==> src/rtl/bin2bcd_seq.sv <==
// bin2bcd_seq: sequential shift-and-add-3 binary-to-BCD converter.
// One operand bit is consumed per clock, so a conversion takes BIN_W cycles.
// A start/busy/done handshake is used, and a new start is accepted in the
// same cycle that done is high. bcd, ovf and sign keep the last result until
// the next done.
// Optional build macro BIN2BCD_SIGN_EN: bin is read as two's complement. The
// magnitude is converted and the sign is reported on sign. Without the macro,
// bin is unsigned and sign stays 0. The port list is the same in both builds.
module bin2bcd_seq #(
    parameter int BIN_W  = 16,
    parameter int DIGITS = 5
) (
    input  logic                  clk,
    input  logic                  rst_n,
    input  logic                  start,
    input  logic [BIN_W-1:0]      bin,
    output logic                  busy,
    output logic                  done,
    output logic [4*DIGITS-1:0]   bcd,
    output logic                  ovf,
    output logic                  sign
);

    localparam int BCD_W = 4 * DIGITS;
    localparam int CNT_W = $clog2(BIN_W + 1);

    typedef enum logic [0:0] {
        ST_IDLE  = 1'b0,
        ST_SHIFT = 1'b1
    } state_t;

    // Each digit that is 5 or more gets +3 before the shift. The 4-bit add
    // does not carry into the next digit.
    function automatic logic [BCD_W-1:0] add3_digits(input logic [BCD_W-1:0] d);
        logic [BCD_W-1:0] r;
        r = d;
        for (int i = 0; i < DIGITS; i++) begin
            if (d[4*i +: 4] >= 4'd5) begin
                r[4*i +: 4] = d[4*i +: 4] + 4'd3;
            end else begin
                r[4*i +: 4] = d[4*i +: 4];
            end
        end
        return r;
    endfunction

    state_t             state_q;
    logic [CNT_W-1:0]   cnt_q;
    logic [BIN_W-1:0]   shreg_q;
    logic [BCD_W-1:0]   digits_q;
    logic               sticky_q;
    logic               sign_lat_q;
    logic               busy_q;
    logic               done_q;
    logic [BCD_W-1:0]   bcd_q;
    logic               ovf_q;
    logic               sign_q;

    logic [BCD_W-1:0]   digits_corr_s;
    logic [BCD_W-1:0]   digits_d;
    logic [BIN_W-1:0]   shreg_d;
    logic               carry_s;
    logic               sticky_d;
    logic [BIN_W-1:0]   mag_s;
    logic               sgn_s;

    // Operand conditioning: take the sign and the magnitude at acceptance.
    always_comb begin
`ifdef BIN2BCD_SIGN_EN
        sgn_s = bin[BIN_W-1];
        if (sgn_s) begin
            mag_s = ~bin + {{(BIN_W-1){1'b0}}, 1'b1};
        end else begin
            mag_s = bin;
        end
`else
        sgn_s = 1'b0;
        mag_s = bin;
`endif
    end

    // One double-dabble step: correct the digits, then shift {digits, shreg} left.
    // The bit that leaves the top digit means the value has reached 10^DIGITS.
    always_comb begin
        digits_corr_s = add3_digits(digits_q);
        {carry_s, digits_d, shreg_d} = {digits_corr_s, shreg_q, 1'b0};
        sticky_d = sticky_q | carry_s;
    end

    // Control FSM and datapath registers. All outputs are registered.
    always_ff @(posedge clk or negedge rst_n) begin
        if (!rst_n) begin
            state_q    <= ST_IDLE;
            cnt_q      <= '0;
            shreg_q    <= '0;
            digits_q   <= '0;
            sticky_q   <= 1'b0;
            sign_lat_q <= 1'b0;
            busy_q     <= 1'b0;
            done_q     <= 1'b0;
            bcd_q      <= '0;
            ovf_q      <= 1'b0;
            sign_q     <= 1'b0;
        end else begin
            done_q <= 1'b0;
            case (state_q)
                ST_IDLE: begin
                    if (start) begin
                        shreg_q    <= mag_s;
                        digits_q   <= '0;
                        sticky_q   <= 1'b0;
                        sign_lat_q <= sgn_s;
                        cnt_q      <= CNT_W'(BIN_W);
                        busy_q     <= 1'b1;
                        state_q    <= ST_SHIFT;
                    end else begin
                        busy_q     <= 1'b0;
                    end
                end
                ST_SHIFT: begin
                    shreg_q  <= shreg_d;
                    digits_q <= digits_d;
                    sticky_q <= sticky_d;
                    cnt_q    <= cnt_q - CNT_W'(1);
                    if (cnt_q == CNT_W'(1)) begin
                        bcd_q   <= digits_d;
                        ovf_q   <= sticky_d;
                        sign_q  <= sign_lat_q;
                        done_q  <= 1'b1;
                        busy_q  <= 1'b0;
                        state_q <= ST_IDLE;
                    end else begin
                        busy_q  <= 1'b1;
                    end
                end
                default: begin
                    busy_q  <= 1'b0;
                    state_q <= ST_IDLE;
                end
            endcase
        end
    end

    assign busy = busy_q;
    assign done = done_q;
    assign bcd  = bcd_q;
    assign ovf  = ovf_q;
    assign sign = sign_q;

endmodule

==> config.mk <==
export PLATFORM = sky130hd
export DESIGN_NAME = bin2bcd_seq
export DESIGN_NICKNAME = d
export VERILOG_FILES = /design/src/rtl/bin2bcd_seq.sv
export SDC_FILE = /design/constraint.sdc
export NUM_CORES = 1
export LEC_CHECK = 0
export ABC_AREA = 1
export BUFFER_PORTS_ARGS = -buffer_cell sky130_fd_sc_hd__buf_2
export CORE_UTILIZATION = 35
export CTS_CLUSTER_DIAMETER = 120
export CTS_CLUSTER_SIZE = 12
export DETAILED_ROUTE_END_ITERATION = 16
export GPL_ROUTABILITY_DRIVEN = 0
export PLACE_DENSITY = 0.62
export SETUP_SLACK_MARGIN = 0.1
export SYNTH_ARGS = -nofsm -noshare
export SYNTH_HDL_FRONTEND = slang
export SYNTH_SLANG_ARGS = --single-unit
export TNS_END_PERCENT = 10
==> constraint.sdc <==
create_clock -name clk -period 1.8 [get_ports clk]
set_input_delay 0.36 -clock clk [delete_from_list [all_inputs] [get_ports clk]]
set_output_delay 0.36 -clock clk [all_outputs]
set_load 0.02 [all_outputs]
-- Yosys cells after proc, flatten, opt, wreduce, memory -nomap -nowiden
Cells that the tools add are included.
- div/mod/pow operators: 0
- muxes and demuxes: 18
- $add $sub $neg: 6
- shifts and indexed selects: 0
- $lt $le $gt $ge: 5
- equal/unequal tests: 2
- bitwise gates (word level): 2
- reductions and logical operators: 1
- multipliers: 0
- operators by type and width (kind ; number):
    $pmux 20 s2 ; 1
    $pmux 16 s2 ; 1
    $add 4x2->4 const B ; 5
    $ge 4x3->1 const B ; 5
    $mux 20 ; 1
    $mux 4 ; 5
    $mux 16 ; 1
    $pmux 5 s2 ; 1
    $eq 5x1->1 const B ; 1
    $mux 1 ; 5
    $mux 5 ; 1
    $sub 5x1->5 const B ; 1
    $pmux 1 s2 ; 2
    $ne 2x2->1 const B ; 1
    $reduce_and 2->1 ; 1
    $not 1->1 ; 1
    $or 1x1->1 ; 1
- memories: 0
- register bits after elaboration: 65
- RAM bits: 0
- output and inout bits: 24
- memory bits (read-only): 0
- input port bits: 19
- latch bits: 0

-- Longest topological paths before layout
- depth after elaboration: 4
- gate-level depth with buffers: 10
- gate-level depth less buffers: 10

-- Worst setup path after synthesis
OpenSTA, ideal clock, no wires.
- kind: reg-to-reg
- start point: reg digits_q[0]
- end point: reg digits_q[2]
- slack: 0.499 ns
- period minus slack after synthesis: 1.301 ns
- required time: 1.735 ns
- buffers on the path: 0
- stages on the path, launching flop included: 9
- data arrival time: 1.236 ns
- setup time: 0.065 ns
- cells stage by stage: dfrtp_1 -> inv_1 -> ha_1 -> inv_1 -> o21ai_0 -> nand2_1 -> nand2_1 -> nand3_1 -> nand2_1
- word-level cells in the longest chain between the ends: 3
- elaborated cells between the ends (all ways): 4
- those cells by class: 1 x add/sub; 1 x order compare; 2 x mux
- RTL lines (item ; RTL line ; text):
    start: declaration ; 50 ; logic [BCD_W-1:0] digits_q;
    start signal: assignment ; 122 ; digits_q <= digits_d;
    $add 4x2->4 or $ge 4x3->1 (tied branches) ; 39, 38 ;
    $mux 4 (*) ; 38 ; if (d[4*i +: 4] >= 4'd5) begin
    $pmux 20 s2 (*) ; 106 ; case (state_q)
Every way passes the cells marked *; elsewhere a longest branch is shown, timed or not.
A chain may end at the register's enable or synchronous reset.

-- Worst setup path after layout
- start point: reg busy_q, in the netlist busy
- end point: out busy
- RTL lines (item ; RTL line ; text):
    start: declaration ; 53 ; logic busy_q;
    start signal: assignment ; 99 ; busy_q <= 1'b0;
    start signal: assignment ; 114 ; busy_q <= 1'b1;
    start signal: assignment ; 117 ; busy_q <= 1'b0;
    end: declaration ; 17 ; output logic busy,
No word-level cell between the ends.

==> flow_metrics.env <==
export IMPL_max_freq_mhz=608
export IMPL_endpoint_kind="output pin"
export IMPL_drv_cap=0
export IMPL_powerDensity_nw_per_um2=1830
export IMPL_via_count=2544
export IMPL_first_iter_violations=182
export IMPL_skew_ns=0.00618
export IMPL_crit_chain="buf_6 > buf_2"
export IMPL_dp_hpwl_um=4460
export IMPL_p_int_mw=3.82
export IMPL_core_area_um2=8720
export IMPL_grt_setup_unrepaired="yes"
export IMPL_status="complete, no violations"
export IMPL_swShare=0.427
export IMPL_seqPwrFrac=0.385
export IMPL_wirelength_um=6640
export IMPL_syn_nets=400
export IMPL_clock_path_buffers=2
export IMPL_r2r_slack_ns=0.29
export IMPL_die_area_um2=9360
export IMPL_pin_count=43
export IMPL_firstDrtPassIters=4
export IMPL_drive_gt1_frac=0.160
export IMPL_setup_tns_final_ns=0
export IMPL_cpPeakStageDelay_ns=0.48
export IMPL_hold_viol=0
export IMPL_worstReg2RegEnd="bcd[14]"
export IMPL_grt_overflow_total=0
export IMPL_initial_core_util=0.360
export IMPL_reg2reg_depth=8
export IMPL_die_height_um=96.8
export IMPL_power_mw=6.67
export IMPL_arrival_ns=1.28
export IMPL_cts_inserted_buffers=9
export IMPL_grt_pass1_wl_um=11700
export IMPL_yosys_cell_types_count=25
export IMPL_drc=0
export IMPL_postCtsSetupBuffers=0
export IMPL_final_cell_mix="129 x nand2_1, 65 x dfrtp_1, 44 x inv_1"
export IMPL_hold_slack_ns=0.0182
export IMPL_ys_warn_count=0
export IMPL_grt_max_degree=66
export IMPL_clock_sink_count=65
export IMPL_root_buffer="clkbuf_8"
export IMPL_cts_tree="built"
export IMPL_p_sw_mw=2.85
export IMPL_ant_nets=0
export IMPL_required_ns=1.44
export IMPL_yosysSeqAreaShare=0.518
export IMPL_num_rows=34
export IMPL_peakVddDrop_uv=545
export IMPL_instances_no_fill=527
export IMPL_cp_slowest_cell="dfrtp_1"
export IMPL_pre_cts_ws_ns=0.273
export IMPL_r2r_start="digits_q[12]"
export IMPL_critPathLaunchType="flop"
export IMPL_wl_per_cell_um=12.6
export IMPL_final_common_cell="nand2_1"
export IMPL_antenna_found_initial=0
export IMPL_utilization=0.418
export IMPL_power_frac_clock=0.179
export IMPL_synthCells=369
export IMPL_vias_per_cell=4.83
export IMPL_area_delta_synth_final_pct=15.9
export IMPL_setup_ws_ns=0.156
export IMPL_hp_class="in -> async"
export IMPL_syn_cell_area_um2=3140
export IMPL_finalCritPeriodShare=0.913
export IMPL_final_area_um2=3640
export IMPL_crit_type="reg -> out"
export IMPL_diodes=0
export IMPL_clkSlewWorstSetupHoldPaths_ns=0.07
export IMPL_grt_pass1_vias=2531
export IMPL_setup_violations=0
export IMPL_p_leak_nw=1.88
export IMPL_share_comb_of_total_power=0.436
export IMPL_clock_latency_ns=0.34
export IMPL_placed_area_um2=3450
export IMPL_dp_cells=511
export IMPL_syn_area_per_cell_um2=8.52
export IMPL_ys_seq_elements=65
export IMPL_finalCriticalPeriod_ns=1.64
export IMPL_track_usage=0.156
export IMPL_crit_fanout=21
export IMPL_dieWidth_um=96.8
export IMPL_numPortBuffers=41
export IMPL_htreeDepth=3
export IMPL_final_nets=445
export IMPL_maxSlewViolCount=0
-- registers in the layout, summed over array words and instances (netlist names) --
signal	cells
sticky_q	1
busy	1
cnt_q	5
ovf	1
done	1
shreg_q	16
digits_q	20
bcd	20
-- Yosys cell counts, drive strengths merged --
| cell type | number | area [um2] |
|---|---|---|
| nor2 | 3 | 21.3 |
| inv | 47 | 179 |
| xnor2 | 1 | 8.76 |
| o221ai | 11 | 96.3 |
| a21oi | 11 | 55.1 |
| buf | 12 | 87.6 |
| ha | 12 | 150 |
| a21boi | 1 | 7.51 |
| nand2 | 130 | 490 |
| nand4 | 3 | 33.8 |
| clkbuf | 1 | 3.75 |
| conb | 1 | 3.75 |
| o21ai | 21 | 105 |
| dfrtp | 65 | 1630 |
| o211ai | 8 | 60.1 |
| nand3 | 39 | 195 |
| o22ai | 3 | 18.8 |
-- cells by family after synthesis --
family | Yosys count | synth area share
DFF | 65 | 0.518
adders and majority gates | 12 | 0.0478
and+or+nand+nor | 175 | 0.236
buffers and inverters | 60 | 0.0860
AOI/OAI and AO/OA | 55 | 0.109
other | 1 | 0.00119
xor gates and xnor gates | 1 | 0.00279
-- worst max-delay path by stage --
stage | from | to | slack, ns | depth (start not counted)
6_report | busy | busy | 0.16 | 2
5_1_grt | busy | busy | 0.09 | 2
3_3_place_gp | digits_q[0] | bcd[1] | 0.35 | 8
3_5_place_dp | digits_q[4] | digits_q[5] | 0.27 | 8
4_1_cts | busy | busy | 0.14 | 2
2_1_floorplan | digits_q[0] | digits_q[2] | 0.50 | 8
-- layout make-up --
class | instances | area, um2
clock buffer | 13 | 149
clock inverter | 3 | 40.0
fill | 906 | 5080
inverter | 47 | 179
multi-input combinational | 244 | 1250
sequential | 65 | 1630
tap | 108 | 135
timing repair buffer | 47 | 267
-- repair_timing --
action	in CTS	in global routing
gates resized for setup	1	1
endpoints found under the setup margin	1	2
hold buffers	0	0
-- per-layer routing --
metal,vias to the layer above,track usage,share of wire
met5,-,0,0
met4,0,0.0517,0.011
met3,7,0.0527,0.050
met2,58,0.257,0.46
met1,1196,0.192,0.48
li1,1283,-,-
-- power by group through the flow --
stage	logic, mW	clock network (mW)	registers (mW)
after floorplan	1.93	0	2.77
after global placement	2.83	0	2.55
after detailed placement	2.93	0	2.58
after CTS	2.94	1.25	2.56
after global routing	3.37	1.30	2.66
final	2.91	1.19	2.56
-- critical path, delay by kind of cell (launching register included) --
| family | cells | cell delay (ns) |
|---|---|---|
| flops | 1 | 0.48 |
| buf+inv | 2 | 0.46 |
Power figures use the tool's default switching activity.
